<file path="src/rtl/incr_pipe_if.sv">
// incr_pipe_if: valid/ready input and output streams of the incrementer pipeline
interface incr_pipe_if #(
  parameter int WIDTH = 8,
  parameter int DEPTH = 2
);
  localparam int CW = $clog2(DEPTH + 1);
  logic [WIDTH-1:0] val;
  logic             val_valid;
  logic             val_ready;
  logic [WIDTH-1:0] O;
  logic             O_valid;
  logic             O_ready;
  logic             O_ovf;
  logic [CW-1:0]    count;
  modport master (output val, val_valid, O_ready, input val_ready, O, O_valid, O_ovf, count);
  modport slave  (input val, val_valid, O_ready, output val_ready, O, O_valid, O_ovf, count);
endinterface

</file>
<file path="src/rtl/incr_pipe.sv">
// incr_pipe: DEPTH registered +INC stages with wrap/saturate, overflow flag and bubble-collapsing flow control
module incr_pipe #(
  parameter int             WIDTH    = 8,
  parameter int             DEPTH    = 2,
  parameter logic [WIDTH-1:0] INC    = 1,
  parameter bit             SATURATE = 1'b0
) (
  input  logic      CLK,
  input  logic      RESETN,
  incr_pipe_if.slave p
);
  localparam int CW = $clog2(DEPTH + 1);
  logic [WIDTH-1:0] d   [DEPTH];
  logic [WIDTH-1:0] din [DEPTH];
  logic [WIDTH-1:0] nd  [DEPTH];
  logic [WIDTH:0]   s   [DEPTH];
  logic [DEPTH-1:0] v, f, vin, fin, nf, stall;
  logic [CW-1:0]    cnt;
  logic             in_x, out_x;
  for (genvar k = 0; k < DEPTH; k++) begin : g
    if (k == 0) begin : g_head
      assign din[k] = p.val;
      assign vin[k] = p.val_valid;
      assign fin[k] = 1'b0;
    end else begin : g_body
      assign din[k] = d[k-1];
      assign vin[k] = v[k-1];
      assign fin[k] = f[k-1];
    end
    // a stage stalls only when it and every stage below it hold a word and the consumer refuses
    assign stall[k] = (&v[DEPTH-1:k]) & ~p.O_ready;
    assign s[k]     = {1'b0, din[k]} + {1'b0, INC};
    assign nd[k]    = (SATURATE && s[k][WIDTH]) ? '1 : s[k][WIDTH-1:0];
    assign nf[k]    = fin[k] | s[k][WIDTH];
  end
  assign p.val_ready = ~RESETN | ~stall[0];
  assign p.O         = d[DEPTH-1];
  assign p.O_valid   = v[DEPTH-1];
  assign p.O_ovf     = f[DEPTH-1];
  assign p.count     = cnt;
  assign in_x        = p.val_valid & p.val_ready;
  assign out_x       = p.O_valid & p.O_ready;
  always_ff @(posedge CLK) begin
    if (!RESETN) begin
      v   <= '0;
      f   <= '0;
      cnt <= '0;
      for (int i = 0; i < DEPTH; i++) d[i] <= '0;
    end else begin
      for (int i = 0; i < DEPTH; i++)
        if (!stall[i]) begin
          v[i] <= vin[i];
          d[i] <= nd[i];
          f[i] <= nf[i];
        end
      cnt <= (in_x && !out_x) ? cnt + 1'b1 : (!in_x && out_x) ? cnt - 1'b1 : cnt;
    end
  end
endmodule

</file>
<file path="src/flat_wrapper.sv">
// flat-port wrapper written by rule: the top's interface ports become plain ports
module incr_pipe_flat 
#(
  parameter int             WIDTH    = 8,
  parameter int             DEPTH    = 2,
  parameter logic [WIDTH-1:0] INC    = 1,
  parameter bit             SATURATE = 1'b0
)
  (CLK, RESETN, p_val, p_val_valid, p_O_ready, p_val_ready, p_O, p_O_valid, p_O_ovf, p_count);
  incr_pipe_if #(.WIDTH(WIDTH), .DEPTH(DEPTH)) p_i ();
  input  logic CLK;
  input  logic RESETN;
  input wire logic [$bits(p_i.val)-1:0] p_val;
  input wire logic [$bits(p_i.val_valid)-1:0] p_val_valid;
  input wire logic [$bits(p_i.O_ready)-1:0] p_O_ready;
  output wire logic [$bits(p_i.val_ready)-1:0] p_val_ready;
  output wire logic [$bits(p_i.O)-1:0] p_O;
  output wire logic [$bits(p_i.O_valid)-1:0] p_O_valid;
  output wire logic [$bits(p_i.O_ovf)-1:0] p_O_ovf;
  output wire logic [$bits(p_i.count)-1:0] p_count;
  assign p_i.val = p_val;
  assign p_i.val_valid = p_val_valid;
  assign p_i.O_ready = p_O_ready;
  assign p_val_ready = p_i.val_ready;
  assign p_O = p_i.O;
  assign p_O_valid = p_i.O_valid;
  assign p_O_ovf = p_i.O_ovf;
  assign p_count = p_i.count;
  incr_pipe #(.WIDTH(WIDTH), .DEPTH(DEPTH), .INC(INC), .SATURATE(SATURATE)) u_core (.CLK(CLK), .RESETN(RESETN), .p(p_i));
endmodule
</file>
<file path="config.mk">
export PLATFORM = sky130hd
export DESIGN_NAME = incr_pipe_flat
export DESIGN_NICKNAME = d
export VERILOG_FILES = /design/src/rtl/incr_pipe_if.sv /design/src/rtl/incr_pipe.sv /design/src/flat_wrapper.sv
export SDC_FILE = /design/constraint.sdc
export NUM_CORES = 1
export LEC_CHECK = 0
export BUFFER_PORTS_ARGS = -buffer_cell sky130_fd_sc_hd__buf_2
export CAP_MARGIN = 30
export CORE_UTILIZATION = 45
export DETAILED_ROUTE_END_ITERATION = 8
export PLACE_DENSITY = 0.71
export REMOVE_ABC_BUFFERS = 1
export SYNTH_ARGS = -nofsm -noshare
export SYNTH_HDL_FRONTEND = slang
export SYNTH_SLANG_ARGS = --single-unit
export TNS_END_PERCENT = 1
</file>
<file path="constraint.sdc">
create_clock -name CLK -period 2.1 [get_ports CLK]
set_clock_uncertainty 0.05 [all_clocks]
set_input_delay 0.105 -clock CLK [delete_from_list [all_inputs] [get_ports CLK]]
set_output_delay 0.105 -clock CLK [all_outputs]
set_load 0.05 [all_outputs]
</file>
==> flow_metrics.env <==
export IMPL_cts_num_sinks=22
export IMPL_place_ws_ns=0.332
export IMPL_htree_num_levels=1
export IMPL_max_cap_violations=0
export IMPL_hold_end="u_core.f[0]$_SDFFE_PN0P_"
export IMPL_hp_class="input pin to flop"
export IMPL_post_route_drc_count=0
export IMPL_outcome="completed"
export IMPL_synth_xor_area_share_pct=6.21
export IMPL_setup_repair_after_global_routing_missed_its_margin="no"
export IMPL_place_gp_congestion=0.838
export IMPL_filler_cell_count=206
export IMPL_sum_of_negative_setup_slack_ns=0
export IMPL_wl_met2_um=795
export IMPL_port_buffers=24
export IMPL_cp_data_arrival_time_ns=2.01
export IMPL_vias=792
export IMPL_placementRows=17
export IMPL_grt_util_all_layers_pct=15.7
export IMPL_fin_hold_ws_ns=0.0273
export IMPL_flops_latches_synth=22
export IMPL_dieWidth_um=52.1
export IMPL_detail_route_wirelength_um=1640
export IMPL_final_layout_size_suffix_gt1_share_pct=25.2
export IMPL_grt_max_degree=15
export IMPL_yosysWarnings=0
export IMPL_leakage_nw=0.522
export IMPL_rr_endpoint="u_core.p.count[1]$_SDFFE_PN0P_"
export IMPL_floorplan_die_area_um2=2710
export IMPL_first_pass_iters=4
export IMPL_drt_antenna_violating_nets=0
export IMPL_start_util_pct=49.1
export IMPL_synthSimpleGateAreaFrac_pct=20.0
export IMPL_cts_root_buf="clkbuf_4"
export IMPL_dr_wl_met3_um=61
export IMPL_worstSetupEndpointType="flop"
export IMPL_grt_antenna_before_repair=0
export IMPL_die_height_um=52.1
export IMPL_first_pass_grt_wire_length_um=3090
export IMPL_iteration_0_drc_markers=3
export IMPL_post_cts_resize_count=0
export IMPL_clk_path_buf_depth=2
export IMPL_crit_type="flop to flop"
export IMPL_final_critical_path_setup_slack_ns=0.271
export IMPL_rr_worst_depth=6
export IMPL_max_freq_mhz=547
export IMPL_ys_types=30
export IMPL_mappedNetlistArea_um2=1130
export IMPL_worstSetupStartpointType="flop"
export IMPL_cts_made_buffers=3
export IMPL_r2r_slack_ns=0.27
export IMPL_routed_via_density=5.11
export IMPL_postLayoutCoreUtil_pct=55.2
export IMPL_dr_max_layer_used="met4"
export IMPL_worst_r2r_startpoint="u_core.v[1]$_SDFFE_PN0N_"
export IMPL_vdd_drop_max_uv=355
export IMPL_synth_top_family_by_area="simple AND/OR/NAND/NOR gates"
export IMPL_report_final_setup_viol=0
export IMPL_area_growth_synth_to_final_pct=12.4
export IMPL_finish_net_count=143
export IMPL_worst_path_max_fanout=4
export IMPL_core_area_um2=2300
export IMPL_num_antenna_cells=0
export IMPL_worst_ep_required_time_ns=2.28
export IMPL_hold_path_stages=3
export IMPL_slew_headroom_pct=70.0
export IMPL_synth_area_mux_share_pct=0
export IMPL_ys_seq_area_share_pct=53.2
export IMPL_synthesis_area_per_instance_um2=10.5
export IMPL_slew_viol_final=0
export IMPL_via_count_of_the_first_global_routing_pass=747
export IMPL_yosys_area_share_adder_pct=3.33
export IMPL_io_pins=25
export IMPL_clkTransAtPathRegs_ns=0.12
export IMPL_wl_per_cell_um=10.6
export IMPL_cts_tree="yes"
export IMPL_clock_insertion_delay_worst_skew_ns=0.30
export IMPL_timing_hold_worst_start="p_val[7]"
export IMPL_drt_met1_wl_um=756
export IMPL_post_synthesis_compound_gate_area_fraction_pct=10.5
export IMPL_slew_of_the_pin_with_the_lowest_slew_margin_ns=0.449
export IMPL_finalCritPeriodShare_pct=87.1
export IMPL_overflow=0
export IMPL_detailedPlacementHpwl_um=1290
export IMPL_final_cells=155
export IMPL_power_density_nw_per_um2=716
export IMPL_fin_crit_ns=1.83
export IMPL_synthesis_instances=107
export IMPL_timing_final_hold_violations=0
export IMPL_placedCellCount=150
==> sequential cells by signal, summed over array words and instances (netlist names) <==
register and cells:
u_core.d 16, u_core.v 2, u_core.p.count 2, u_core.f 2
==> critical path: stages, from the launching register on <==
cell and delay [ns]:
dfxtp_1 0.37, nor2b_1 0.18, and2_1 0.19, a21boi_0 0.10
ha_1 0.35, or3_1 0.35, a21boi_0 0.17
==> cells in the mapped netlist <==
cell type	count	area, um^2
a21oi_1	6	30.0
and2_1	2	12.5
nand4_1	2	12.5
clkbuf_1	1	3.75
nor2b_1	1	6.26
nand3b_1	1	7.51
buf_4	8	60.1
or3_1	4	25.0
xor2_1	5	43.8
xnor2_1	3	26.3
and3_1	2	12.5
o21ai_0	5	25.0
o311a_1	1	10.0
or3_2	1	7.51
dfxtp_1	6	120
a21boi_0	2	15.0
nand3_1	6	30.0
ha_1	3	37.5
nand2_1	9	33.8
inv_1	2	7.51
o21a_1	2	15.0
buf_2	1	5.00
or4_1	2	15.0
edfxtp_1	16	480
o32ai_1	1	8.76
nand2b_1	2	12.5
o31ai_1	2	15.0
nand2_2	1	6.26
nand3_2	1	10.0
nor2_1	9	33.8
==> layer usage <==
layer | vias to the layer above | GRT usage [%]
met4 | 0 | 10.8
met2 | 19 | 26.5
met3 | 2 | 1.75
met1 | 352 | 18.3
met5 | - | 0
li1 | 419 | -
==> cell families after synthesis <==
kind of cell,after synthesis
simple gates,43
xor+xnor,8
flops,22
buf+inv,12
compound gates,19
fa+ha+maj,3
==> final cells by class <==
type	instances	area, um^2	area share [%]
flip-flops and latches	22	601	47.3
clock buffers	4	36.3	2.86
repair buffers	26	138	10.8
well taps	28	35.0	2.76
inverters	2	7.51	0.592
multi-input cells	73	452	35.6
==> how the worst max path moves through the flow <==
stage                             startpoint                              to  cells past startpoint
floorplan           u_core.v[1]$_SDFFE_PN0N_  u_core.p.count[1]$_SDFFE_PN0P_                      6
global placement    u_core.v[1]$_SDFFE_PN0N_  u_core.p.count[1]$_SDFFE_PN0P_                      6
detailed placement  u_core.v[1]$_SDFFE_PN0N_  u_core.p.count[1]$_SDFFE_PN0P_                      6
CTS                 u_core.v[1]$_SDFFE_PN0N_  u_core.p.count[1]$_SDFFE_PN0P_                      6
global route        u_core.v[1]$_SDFFE_PN0N_  u_core.p.count[1]$_SDFFE_PN0P_                      6
finish              u_core.v[1]$_SDFFE_PN0N_  u_core.p.count[1]$_SDFFE_PN0P_                      6
==> placed cells by master (no fill, tap or decap), types with 2 or more instances in the layout <==
| cell type | netlist | final |
|---|---|---|
| a21boi_0 | 2 | 2 |
| a21oi_1 | 6 | 6 |
| and2_1 | 2 | 2 |
| and3_1 | 2 | 2 |
| buf_2 | 1 | 24 |
| clkbuf_4 | 0 | 3 |
| dfxtp_1 | 6 | 6 |
| edfxtp_1 | 16 | 16 |
| ha_1 | 3 | 3 |
| inv_1 | 2 | 2 |
| nand2_1 | 9 | 9 |
| nand2b_1 | 2 | 2 |
| nand3_1 | 6 | 6 |
| nand4_1 | 2 | 2 |
| nor2_1 | 9 | 9 |
| o21a_1 | 2 | 2 |
| o21ai_0 | 5 | 5 |
| o31ai_1 | 2 | 2 |
| or3_1 | 4 | 4 |
| or4_1 | 2 | 2 |
| xnor2_1 | 3 | 3 |
| xor2_1 | 5 | 5 |
==> repair_timing <==
| action | in CTS | in global routing |
|---|---|---|
| hold endpoints to repair | 1 | 0 |
| hold buffers | 1 | 0 |
| endpoints found under the setup margin | 0 | 0 |
| setup buffers | 0 | 0 |
==> power breakdown <==
group	internal, mW	leakage [nW]	switching [mW]
logic	0.0520	0.266	0.115
registers	0.498	0.235	0.0190
clock network	0.106	0.0210	0.118
total	0.656	0.522	0.252
==> through the flow <==
step           power (mW)  cell area (um^2)
2_1_floorplan       0.646              1060
3_3_place_gp        0.691              1220
3_5_place_dp        0.695              1220
4_1_cts             0.917              1270
5_1_grt             0.957              1270
6_report            0.908              1270
(Power assumes the default switching activity.)
